==> src/rtl/superh16_int_div_unit_if.sv <==
// Issue and writeback handshake bundle for the integer divide unit.
// master = scheduler/writeback side, slave = the divide unit.
interface superh16_int_div_unit_if #(
    parameter int unsigned XLEN          = 64,
    parameter int unsigned PHYS_REG_BITS = 10,
    parameter int unsigned ROB_IDX_BITS  = 8
);
    logic                     in_valid;
    logic                     in_ready;
    logic [6:0]               in_opcode;
    logic [XLEN-1:0]          in_src1;
    logic [XLEN-1:0]          in_src2;
    logic [PHYS_REG_BITS-1:0] in_dst_tag;
    logic [ROB_IDX_BITS-1:0]  in_rob_idx;

    logic                     out_valid;
    logic                     out_ready;
    logic [XLEN-1:0]          out_result;
    logic [PHYS_REG_BITS-1:0] out_dst_tag;
    logic [ROB_IDX_BITS-1:0]  out_rob_idx;
    logic                     out_exception;
    logic [7:0]               out_exception_code;

    modport master (
        output in_valid, in_opcode, in_src1, in_src2, in_dst_tag, in_rob_idx, out_ready,
        input  in_ready, out_valid, out_result, out_dst_tag, out_rob_idx, out_exception,
               out_exception_code
    );

    modport slave (
        input  in_valid, in_opcode, in_src1, in_src2, in_dst_tag, in_rob_idx, out_ready,
        output in_ready, out_valid, out_result, out_dst_tag, out_rob_idx, out_exception,
               out_exception_code
    );
endinterface

==> src/rtl/superh16_int_div_unit.sv <==
// Iterative restoring integer divide/remainder unit, one op in flight,
// BITS_PER_CYCLE quotient bits retired per cycle.
module superh16_int_div_unit #(
    parameter int unsigned XLEN           = 64,
    parameter int unsigned PHYS_REG_BITS  = 10,
    parameter int unsigned ROB_IDX_BITS   = 8,
    parameter int unsigned BITS_PER_CYCLE = 4
) (
    input  logic                   clk,
    input  logic                   rst_n,
    input  logic                   flush,
    superh16_int_div_unit_if.slave div_if
);
    localparam int unsigned N    = XLEN / BITS_PER_CYCLE;
    localparam int unsigned CntW = (N > 1) ? $clog2(N) : 1;

    localparam logic [6:0] UopDiv  = 7'd14;
    localparam logic [6:0] UopDivu = 7'd15;
    localparam logic [6:0] UopRem  = 7'd16;
    localparam logic [6:0] UopRemu = 7'd17;

    localparam logic [XLEN-1:0] MinInt = {1'b1, {(XLEN-1){1'b0}}};

    typedef enum logic [1:0] {StIdle, StBusy, StDone} state_e;

    state_e                   state_q, state_d;
    logic [XLEN:0]            rem_q;
    logic [XLEN-1:0]          quo_q;
    logic [XLEN-1:0]          divisor_q;
    logic [CntW-1:0]          cnt_q;
    logic                     neg_quo_q, neg_rem_q, is_rem_q;
    logic [XLEN-1:0]          result_q;
    logic [PHYS_REG_BITS-1:0] tag_q;
    logic [ROB_IDX_BITS-1:0]  rob_q;
    logic                     exc_q;

    logic                     accept, finish;
    logic                     op_div, op_divu, op_rem, op_remu;
    logic                     op_legal, op_signed, op_is_rem;
    logic                     div_zero, overflow, special;
    logic [XLEN-1:0]          src1, src2, abs1, abs2, special_res;
    logic [XLEN:0]            step_rem;
    logic [XLEN-1:0]          step_quo;
    logic [XLEN-1:0]          quo_fin, rem_fin;

    assign div_if.in_ready = (state_q == StIdle) & ~flush;
    assign accept          = div_if.in_valid & div_if.in_ready;

    // Issue-side decode and the single-cycle special-case results.
    always_comb begin
        src1      = div_if.in_src1;
        src2      = div_if.in_src2;
        op_div    = (div_if.in_opcode == UopDiv);
        op_divu   = (div_if.in_opcode == UopDivu);
        op_rem    = (div_if.in_opcode == UopRem);
        op_remu   = (div_if.in_opcode == UopRemu);
        op_legal  = op_div | op_divu | op_rem | op_remu;
        op_signed = op_div | op_rem;
        op_is_rem = op_rem | op_remu;
        div_zero  = (src2 == '0);
        overflow  = op_signed & (src1 == MinInt) & (src2 == '1);
        special   = ~op_legal | div_zero | overflow;
        abs1      = (op_signed & src1[XLEN-1]) ? -src1 : src1;
        abs2      = (op_signed & src2[XLEN-1]) ? -src2 : src2;
        if (!op_legal) begin
            special_res = '0;
        end else if (div_zero) begin
            special_res = op_is_rem ? src1 : '1;
        end else begin
            special_res = op_is_rem ? '0 : src1;
        end
    end

    // BITS_PER_CYCLE restoring steps, MSB of the dividend first.
    always_comb begin
        step_rem = rem_q;
        step_quo = quo_q;
        for (int i = 0; i < BITS_PER_CYCLE; i++) begin
            step_rem = {step_rem[XLEN-1:0], step_quo[XLEN-1]};
            step_quo = {step_quo[XLEN-2:0], 1'b0};
            if (step_rem >= {1'b0, divisor_q}) begin
                step_rem    = step_rem - {1'b0, divisor_q};
                step_quo[0] = 1'b1;
            end
        end
        quo_fin = neg_quo_q ? -step_quo : step_quo;
        rem_fin = neg_rem_q ? -step_rem[XLEN-1:0] : step_rem[XLEN-1:0];
    end

    always_comb begin
        state_d = state_q;
        finish  = 1'b0;
        unique case (state_q)
            StIdle: if (accept) state_d = special ? StDone : StBusy;
            StBusy: begin
                if (cnt_q == CntW'(N - 1)) begin
                    finish  = 1'b1;
                    state_d = StDone;
                end
            end
            StDone: if (div_if.out_ready) state_d = StIdle;
            default: state_d = StIdle;
        endcase
        if (flush) state_d = StIdle;
    end

    always_ff @(posedge clk or negedge rst_n) begin
        if (!rst_n) begin
            state_q <= StIdle;
        end else begin
            state_q <= state_d;
        end
    end

    always_ff @(posedge clk or negedge rst_n) begin
        if (!rst_n) begin
            rem_q     <= '0;
            quo_q     <= '0;
            divisor_q <= '0;
            cnt_q     <= '0;
            neg_quo_q <= 1'b0;
            neg_rem_q <= 1'b0;
            is_rem_q  <= 1'b0;
            result_q  <= '0;
            tag_q     <= '0;
            rob_q     <= '0;
            exc_q     <= 1'b0;
        end else if (accept) begin
            rem_q     <= '0;
            quo_q     <= abs1;
            divisor_q <= abs2;
            cnt_q     <= '0;
            neg_quo_q <= op_signed & (src1[XLEN-1] ^ src2[XLEN-1]);
            neg_rem_q <= op_signed & src1[XLEN-1];
            is_rem_q  <= op_is_rem;
            tag_q     <= div_if.in_dst_tag;
            rob_q     <= div_if.in_rob_idx;
            exc_q     <= ~op_legal;
            if (special) result_q <= special_res;
        end else if (state_q == StBusy) begin
            rem_q <= step_rem;
            quo_q <= step_quo;
            cnt_q <= cnt_q + CntW'(1);
            if (finish) result_q <= is_rem_q ? rem_fin : quo_fin;
        end
    end

    assign div_if.out_valid          = (state_q == StDone);
    assign div_if.out_result         = result_q;
    assign div_if.out_dst_tag        = tag_q;
    assign div_if.out_rob_idx        = rob_q;
    assign div_if.out_exception      = exc_q;
    assign div_if.out_exception_code = exc_q ? 8'd2 : 8'd0;
endmodule

==> src/flat_wrapper.sv <==
// flat-port wrapper written by rule: the top's interface ports become plain ports
module superh16_int_div_unit_flat 
#(
    parameter int unsigned XLEN           = 64,
    parameter int unsigned PHYS_REG_BITS  = 10,
    parameter int unsigned ROB_IDX_BITS   = 8,
    parameter int unsigned BITS_PER_CYCLE = 4
)
  (clk, rst_n, flush, div_if_in_valid, div_if_in_opcode, div_if_in_src1, div_if_in_src2, div_if_in_dst_tag, div_if_in_rob_idx, div_if_out_ready, div_if_in_ready, div_if_out_valid, div_if_out_result, div_if_out_dst_tag, div_if_out_rob_idx, div_if_out_exception, div_if_out_exception_code);
  superh16_int_div_unit_if #(.XLEN(XLEN), .PHYS_REG_BITS(PHYS_REG_BITS), .ROB_IDX_BITS(ROB_IDX_BITS)) div_if_i ();
  input  logic clk;
  input  logic rst_n;
  input  logic flush;
  input wire logic [$bits(div_if_i.in_valid)-1:0] div_if_in_valid;
  input wire logic [$bits(div_if_i.in_opcode)-1:0] div_if_in_opcode;
  input wire logic [$bits(div_if_i.in_src1)-1:0] div_if_in_src1;
  input wire logic [$bits(div_if_i.in_src2)-1:0] div_if_in_src2;
  input wire logic [$bits(div_if_i.in_dst_tag)-1:0] div_if_in_dst_tag;
  input wire logic [$bits(div_if_i.in_rob_idx)-1:0] div_if_in_rob_idx;
  input wire logic [$bits(div_if_i.out_ready)-1:0] div_if_out_ready;
  output wire logic [$bits(div_if_i.in_ready)-1:0] div_if_in_ready;
  output wire logic [$bits(div_if_i.out_valid)-1:0] div_if_out_valid;
  output wire logic [$bits(div_if_i.out_result)-1:0] div_if_out_result;
  output wire logic [$bits(div_if_i.out_dst_tag)-1:0] div_if_out_dst_tag;
  output wire logic [$bits(div_if_i.out_rob_idx)-1:0] div_if_out_rob_idx;
  output wire logic [$bits(div_if_i.out_exception)-1:0] div_if_out_exception;
  output wire logic [$bits(div_if_i.out_exception_code)-1:0] div_if_out_exception_code;
  assign div_if_i.in_valid = div_if_in_valid;
  assign div_if_i.in_opcode = div_if_in_opcode;
  assign div_if_i.in_src1 = div_if_in_src1;
  assign div_if_i.in_src2 = div_if_in_src2;
  assign div_if_i.in_dst_tag = div_if_in_dst_tag;
  assign div_if_i.in_rob_idx = div_if_in_rob_idx;
  assign div_if_i.out_ready = div_if_out_ready;
  assign div_if_in_ready = div_if_i.in_ready;
  assign div_if_out_valid = div_if_i.out_valid;
  assign div_if_out_result = div_if_i.out_result;
  assign div_if_out_dst_tag = div_if_i.out_dst_tag;
  assign div_if_out_rob_idx = div_if_i.out_rob_idx;
  assign div_if_out_exception = div_if_i.out_exception;
  assign div_if_out_exception_code = div_if_i.out_exception_code;
  superh16_int_div_unit #(.XLEN(XLEN), .PHYS_REG_BITS(PHYS_REG_BITS), .ROB_IDX_BITS(ROB_IDX_BITS), .BITS_PER_CYCLE(BITS_PER_CYCLE)) u_core (.clk(clk), .rst_n(rst_n), .flush(flush), .div_if(div_if_i));
endmodule
==> config.mk <==
export PLATFORM = sky130hd
export DESIGN_NAME = superh16_int_div_unit_flat
export DESIGN_NICKNAME = d
export VERILOG_FILES = /design/src/rtl/superh16_int_div_unit_if.sv /design/src/rtl/superh16_int_div_unit.sv /design/src/flat_wrapper.sv
export SDC_FILE = /design/constraint.sdc
export NUM_CORES = 2
export LEC_CHECK = 0
export CAP_MARGIN = 20
export CORE_UTILIZATION = 50
export DETAILED_ROUTE_END_ITERATION = 12
export GPL_TIMING_DRIVEN = 0
export HOLD_SLACK_MARGIN = 0.02
export PLACE_DENSITY = 0.8
export SKIP_CTS_REPAIR_TIMING = 1
export SLEW_MARGIN = 20
export SYNTH_ARGS = -nofsm -noshare
export SYNTH_HDL_FRONTEND = slang
export SYNTH_SLANG_ARGS = --single-unit
==> constraint.sdc <==
create_clock -name clk -period 21 [get_ports clk]
set_input_delay 6.3 -clock clk [delete_from_list [all_inputs] [get_ports clk]]
set_output_delay 6.3 -clock clk [all_outputs]
set_load 0.005 [all_outputs]
Yosys cells after proc, flatten, opt, wreduce, memory -nomap -nowiden
Cells that the tools add are included.

word-level totals
  register bits after elaboration = 284
  bits of input ports = 158
  output and inout port bits = 93

cells by class
  add/sub/neg operators = 9
  order comparisons = 4
  eq/ne operators = 13
  mux-type cells = 36
  bitwise logic cells = 17
  reductions and logical operators = 6

operators by type and width
  kind                                                    number
  2-to-1 mux 64 bit                                       21
  >= comparator 65 x 64 -> 1 bit                          4
  negation 64 bit                                         4
  subtractor 64 bit                                       4
  equality test 64 bit (second input constant)            2
  zero test 64 bit                                        1
  equality test 7 x 4 -> 1 bit (second input constant)    2
  equality test 7 x 5 -> 1 bit (second input constant)    2
  2-to-1 mux 2 bit                                        6
  2-to-1 mux 4 bit                                        2
  AND 1 bit                                               7
  bitwise OR 1 bit                                        7
  2-to-1 mux 1 bit                                        6
  inequality test 3 x 2 -> 1 bit (second input constant)  2
  one-hot mux 2 bit (3 select lines)                      1
  AND reduction 3 bit                                     2
  adder 4 x 1 -> 4 bit (second input constant)            1
  equality test 4 bit (second input constant)             1
  nonzero test 2 bit                                      2
  inequality test 3 bit (second input constant)           1
  equality test 2 x 1 -> 1 bit (second input constant)    1
  equality test 2 bit (second input constant)             1
  zero test 2 bit                                         1
  inequality test 2 bit (second input constant)           1
  2 further kinds                                         3

Longest topological paths before layout
  depth in word-level cells = 14
  mapped depth = 83

Worst setup path after synthesis
No wires, ideal clock.

  path kind = register to register
  start = reg u_core.rem_q[60]
  end = reg u_core.result_q[56] (netlist: u_core.div_if.out_result[56])
  library setup time = 0.131 ns
  arrival time = 16.462 ns
  data required time = 20.869 ns
  setup slack = 4.407 ns
  cell stages (with the launch flop) = 80
  path buffers = 27
  cell sequence = dfrtp_1 > ha_1 > buf_2 > nand4b_1 > or4_1 > nor4_2 > nor3_1 > nand3_1 > clkbuf_1 > clkbuf_1 > buf_2 > buf_1 > clkbuf_1 > nand2_1 > nand2_1 > ha_1 > buf_2 > nand4_1 > [44 not listed] > and2_1 > buf_4 > a21oi_4 > inv_2 > buf_2 > buf_1 > clkbuf_1 > ha_1 > nand4_1 > or2_2 > or4_1 > clkbuf_1 > o31ai_1 > xnor2_1 > a21oi_1 > nand2_1 > mux2i_1 > a211oi_2

between the ends
  longest elaborated chain between the ends = 14
  elaborated cells on any way between the ends = 24
  classes of those cells = add/sub (6); order compare (4); mux (14)

ends and longest elaborated chain
  item                                                                 RTL line                                                  RTL
  from (decl)                                                          superh16_int_div_unit.sv:27                               logic [XLEN:0] rem_q;
  from (signal assigned)                                               superh16_int_div_unit.sv:141                              rem_q <= step_rem;
  subtractor 64 bit or >= comparator 65 x 64 -> 1 bit (tied branches)  superh16_int_div_unit.sv:82, superh16_int_div_unit.sv:81
  2-to-1 mux 64 bit                                                    superh16_int_div_unit.sv:81                               if (step_rem >= {1'b0, divisor_q}) begin
  subtractor 64 bit or >= comparator 65 x 64 -> 1 bit (tied branches)  superh16_int_div_unit.sv:82, superh16_int_div_unit.sv:81
  2-to-1 mux 64 bit                                                    superh16_int_div_unit.sv:81
  subtractor 64 bit or >= comparator 65 x 64 -> 1 bit (tied branches)  superh16_int_div_unit.sv:82, superh16_int_div_unit.sv:81
  2-to-1 mux 64 bit                                                    superh16_int_div_unit.sv:81
  >= comparator 65 x 64 -> 1 bit or subtractor 64 bit (tied branches)  superh16_int_div_unit.sv:81, superh16_int_div_unit.sv:82
  2-to-1 mux 1 bit or 2-to-1 mux 64 bit (tied branches)                superh16_int_div_unit.sv:81
  negation 64 bit (on tied branches)                                   superh16_int_div_unit.sv:86, superh16_int_div_unit.sv:87
  2-to-1 mux 64 bit (on tied branches)                                 superh16_int_div_unit.sv:86, superh16_int_div_unit.sv:87
  2-to-1 mux 64 bit (*) (2 in a row)                                   superh16_int_div_unit.sv:144                              if (finish) result_q <= is_rem_q ? rem_fin : quo_fin;
  2-to-1 mux 64 bit (*)                                                superh16_int_div_unit.sv:140                              end else if (state_q == StBusy) begin
  2-to-1 mux 64 bit (*)                                                superh16_int_div_unit.sv:128                              end else if (accept) begin
  to (signal assigned)                                                 superh16_int_div_unit.sv:139                              if (special) result_q <= special_res;
  to (signal assigned)                                                 superh16_int_div_unit.sv:144
  to (decl)                                                            superh16_int_div_unit.sv:32                               logic [XLEN-1:0] result_q;

Every way passes the cells marked *; elsewhere a longest branch is shown, timed or not. The select of a mux whose other input is x is not followed.
A chain may end at the register's enable or synchronous reset.

Worst setup path after layout
  start = reg u_core.divisor_q[57]
  end = reg u_core.result_q[38] (netlist: u_core.div_if.out_result[38])

between the ends
  longest elaborated chain between the ends = 14
  elaborated cells on any way between the ends = 24
  classes of those cells = add/sub (6); order compare (4); mux (14)

ends and longest elaborated chain
  item                                                                 RTL line                                                  RTL
  from (decl)                                                          superh16_int_div_unit.sv:29                               logic [XLEN-1:0] divisor_q;
  from (signal assigned)                                               superh16_int_div_unit.sv:131                              divisor_q <= abs2;
  subtractor 64 bit or >= comparator 65 x 64 -> 1 bit (tied branches)  superh16_int_div_unit.sv:82, superh16_int_div_unit.sv:81
  2-to-1 mux 64 bit                                                    superh16_int_div_unit.sv:81
  subtractor 64 bit or >= comparator 65 x 64 -> 1 bit (tied branches)  superh16_int_div_unit.sv:82, superh16_int_div_unit.sv:81
  2-to-1 mux 64 bit                                                    superh16_int_div_unit.sv:81
  subtractor 64 bit or >= comparator 65 x 64 -> 1 bit (tied branches)  superh16_int_div_unit.sv:82, superh16_int_div_unit.sv:81
  2-to-1 mux 64 bit                                                    superh16_int_div_unit.sv:81
  >= comparator 65 x 64 -> 1 bit or subtractor 64 bit (tied branches)  superh16_int_div_unit.sv:81, superh16_int_div_unit.sv:82
  2-to-1 mux 1 bit or 2-to-1 mux 64 bit (tied branches)                superh16_int_div_unit.sv:81
  negation 64 bit (on tied branches)                                   superh16_int_div_unit.sv:86, superh16_int_div_unit.sv:87
  2-to-1 mux 64 bit (on tied branches)                                 superh16_int_div_unit.sv:86, superh16_int_div_unit.sv:87
  2-to-1 mux 64 bit (*) (2 in a row)                                   superh16_int_div_unit.sv:144
  2-to-1 mux 64 bit (*)                                                superh16_int_div_unit.sv:140
  2-to-1 mux 64 bit (*)                                                superh16_int_div_unit.sv:128

Marks and branches as above.

==> summary.txt <==
GRT
  • Gr usage total: 50.5%
  • Initial antenna violation count: 13
  • First-pass GRT wire length: 290,000 µm
  • Vias in the first global route: 43,218
  • Global route total overflow: 0
  • Largest net degree at the start of global routing: 101

Timing
  • Tcrit/Tclk final: 101%
  • Tmin final: 21,140 ps
  • Hold slack: 479 ps
  • Setup Viol. Count Final: 7
  • Least-Margin Pin Slew: 1390 ps
  • Slew margin rel.: approximately 7.1%
  • Fin. Hold Viols: 0
  • Pins Over Slew Limit: 0
  • Fmax: 47.3 MHz
  • Layout Skew: 81.9 ps
  • Final worst slack: -135 ps

Placement
  • Port-buffer cells: 243
  • Global placer's final weighted congestion: 1.21
  • Post-DP Area: 42,600 µm²
  • Post-Place Setup Slack: -7350 ps
  • Post-DP HPWL: 169,000 µm

Clocking
  • Worst-path clk slew: 70 ps
  • CTS Sinks: approximately 280
  • Clk_lat worst skew: 670 ps
  • CTS Root Buffer Type: clkbuf_16
  • TritonCTS Buffers: 31
  • CTS tree: yes
  • H-tree levels: 1
  • Deepest clock path buffer count: 3

Setup path
  • Stages on worst setup path: 79
  • Worst endpoint required time: approximately 22,000 ps
  • Crit path arrival time: 21,650 ps
  • Critical Path Source Type: flip-flop
  • Cell family with the largest share of critical-path delay: buffers and inverters
  • Reg-to-reg critical path endpoint: u_core.div_if.out_result[38]
  • Most used cell, CP: clkbuf_4
  • Worst R2R Start: u_core.divisor_q[57]
  • Slowest stage cell, crit path: nor3_1
  • Crit Path Category: reg -> reg
  • Crit path from: u_core.divisor_q[57]
  • CP peak stage delay: 1000 ps
  • R2r worst-path depth: 79
  • CP endpoint kind: flip-flop
  • Largest fanout on the critical path: 10
  • R2R setup slack: -140 ps
  • CP bufs+invs: 29

Logic synthesis
  • Top FF cell, synth: dfrtp_1
  • #FFs+latches synth: 284
  • Synth Instances: 5,397
  • Async SR Flop Fraction: 100%
  • Mean Syn Cell Area: 7.17 µm²
  • Sequential area share after synthesis: 18.4%
  • Post-synth EDFFs: 0
  • Cell Area, Synth: between 30,000 and 40,000 µm²
  • Ys Warns: 0
  • Distinct cells, synth: around 120

Die
  • Die height: 280 µm
  • Core area: 76,200 µm²
  • Initial Utilization: 50.8%
  • # IOs: 251
  • Cell Rows: 101
  • Die width: 280 µm
  • Die area: roughly 79,000 µm²

Routing
  • WL final: 205,000 µm
  • Antenna Nets Post-Route: 0
  • Drt initial violations: 6,901
  • Wire length per cell: 30.3 µm
  • TritonRoute pass-1 iters: 9
  • Remaining DRCs: 0
  • Drt via density: 6.94
  • Vias: 47,022

Cells and area
  • Layout Area Growth over Synthesis: 14.8%
  • Final Instance Area: 44,400 µm²
  • Commonest non-fill, non-tap cell in the layout: nand2_1
  • Final #Nets: 6,139
  • Share of cells above drive strength 1: 6.66%
  • Final core occ: 58.3%
  • Most frequent cells in the layout: nand2_1 (725), o21ai_0 (539), a21oi_1 (468)

Worst hold path
  • Hold crit path type: reg -> reg
  • Min-delay src: u_core.div_if.out_rob_idx[5]
  • Min-Delay Path Depth: 2
  • Worst Hold Endpoint: u_core.div_if.out_rob_idx[5]

Flow run
  • Max cap viols: 0

Outcome
  • Violated checks: negative setup slack
  • Outcome: finished with violations
-- worst reg2reg max path, delay by kind of cell, from the launching register on --
family | cells | cell delay (ps)
simple gates | 26 | 6860
xor+xnor | 1 | 580
buf+inv | 29 | 7930
compound gates | 18 | 3870
fa+ha+maj | 5 | 1450
flops | 1 | 390
-- state kept, by name, indices dropped and copies added, names as in the netlist --
signal / cells
u_core.div_if.out_exception: 1
u_core.cnt_q: 4
u_core.rem_q: 64
u_core.is_rem_q: 1
u_core.quo_q: 64
u_core.div_if.out_result: 64
u_core.neg_quo_q: 1
u_core.state_q: 2
u_core.neg_rem_q: 1
u_core.div_if.out_rob_idx: 8
u_core.divisor_q: 64
u_core.div_if.out_dst_tag: 10
-- logic make-up (layout without fill, tap and decap cells) --
logic type      after synthesis  in the layout  synth area share (%)
buf+inv                     526            863                  5.66
xor+xnor                    459            459                  10.4
compound gates             1853           1853                  30.3
simple gates               1889           1889                  23.4
flops                       284            284                  18.4
other cells                   1             16               0.00969
fa+ha+maj                   266            266                  8.68
mux                         119            119                  3.19
-- layout make-up --
| cell class | count | area (µm²) |
|---|---|---|
| Antenna cell | 9 | 22.5 |
| Clock buffer | 39 | 876 |
| Timing Repair Buffer | 281 | 2900 |
| Sequential cell | 284 | 7110 |
| Fill cell | 7291 | 31800 |
| Clock inverter | 19 | 246 |
| Multi-Input combinational cell | 4593 | 29600 |
| Tap cell | 1030 | 1290 |
| Inverter | 195 | 773 |
| Buffer | 329 | 1580 |
-- layer usage --
layer | vias to the layer above | part of all wire [%] | global-route usage [%]
met3 | 948 | 15 | 17.8
met1 | 21874 | 36 | 60.8
met4 | 6 | 9.8 | 39.4
met5 | - | 0.058 | 0.876
met2 | 3729 | 40 | 72.9
li1 | 20465 | - | -
-- synth_stat cells, types with 25 or more instances --
master	instances	area share [%]
a21o_1	92	1.8
buf_2	66	0.85
mux2_2	31	0.90
dfrtp_1	284	18
nor4_1	38	0.61
o221ai_1	33	0.75
o21ai_0	540	7.0
a221oi_1	30	0.68
nand3_1	177	2.3
or3_1	49	0.79
a21oi_1	473	6.1
a211oi_1	50	0.97
nor2b_1	40	0.65
o41ai_1	30	0.68
a22oi_1	68	1.3
or4_1	25	0.49
mux2i_1	86	2.2
inv_1	194	1.9
nand4_1	106	1.7
o21bai_1	35	0.68
nand2_1	725	7.0
nor3_1	150	1.9
o21a_1	63	1.2
o21ai_1	34	0.44
and3_1	42	0.68
xor2_1	191	4.3
clkbuf_1	215	2.1
nand2b_1	52	0.84
nor2_1	338	3.3
xnor2_1	268	6.1
o211ai_1	38	0.74
o31ai_1	84	1.6
a31oi_1	66	1.1
and2_1	39	0.63
ha_1	262	8.5
-- worst max-delay path by stage --
stage / end / slack [ps]
6_report: u_core.div_if.out_result[38] / -140
2_1_floorplan: u_core.div_if.out_result[56] / 4410
3_3_place_gp: u_core.div_if.out_result[32] / -7770
5_1_grt: u_core.div_if.out_result[56] / -40
3_5_place_dp: u_core.div_if.out_result[32] / -7350
4_1_cts: u_core.div_if.out_result[32] / -7360
-- through the flow --
stage	TNS [ps]	std cells
floorplan	0	5403
global placement	-725760	6676
detailed placement	-682130	6682
CTS	-688850	6740
global route	-45.4	6771
finish	-451	6779
Power is left out: the tool's default activity adds up to more than one toggle a clock period on the data nets, which glitch-free logic cannot reach.
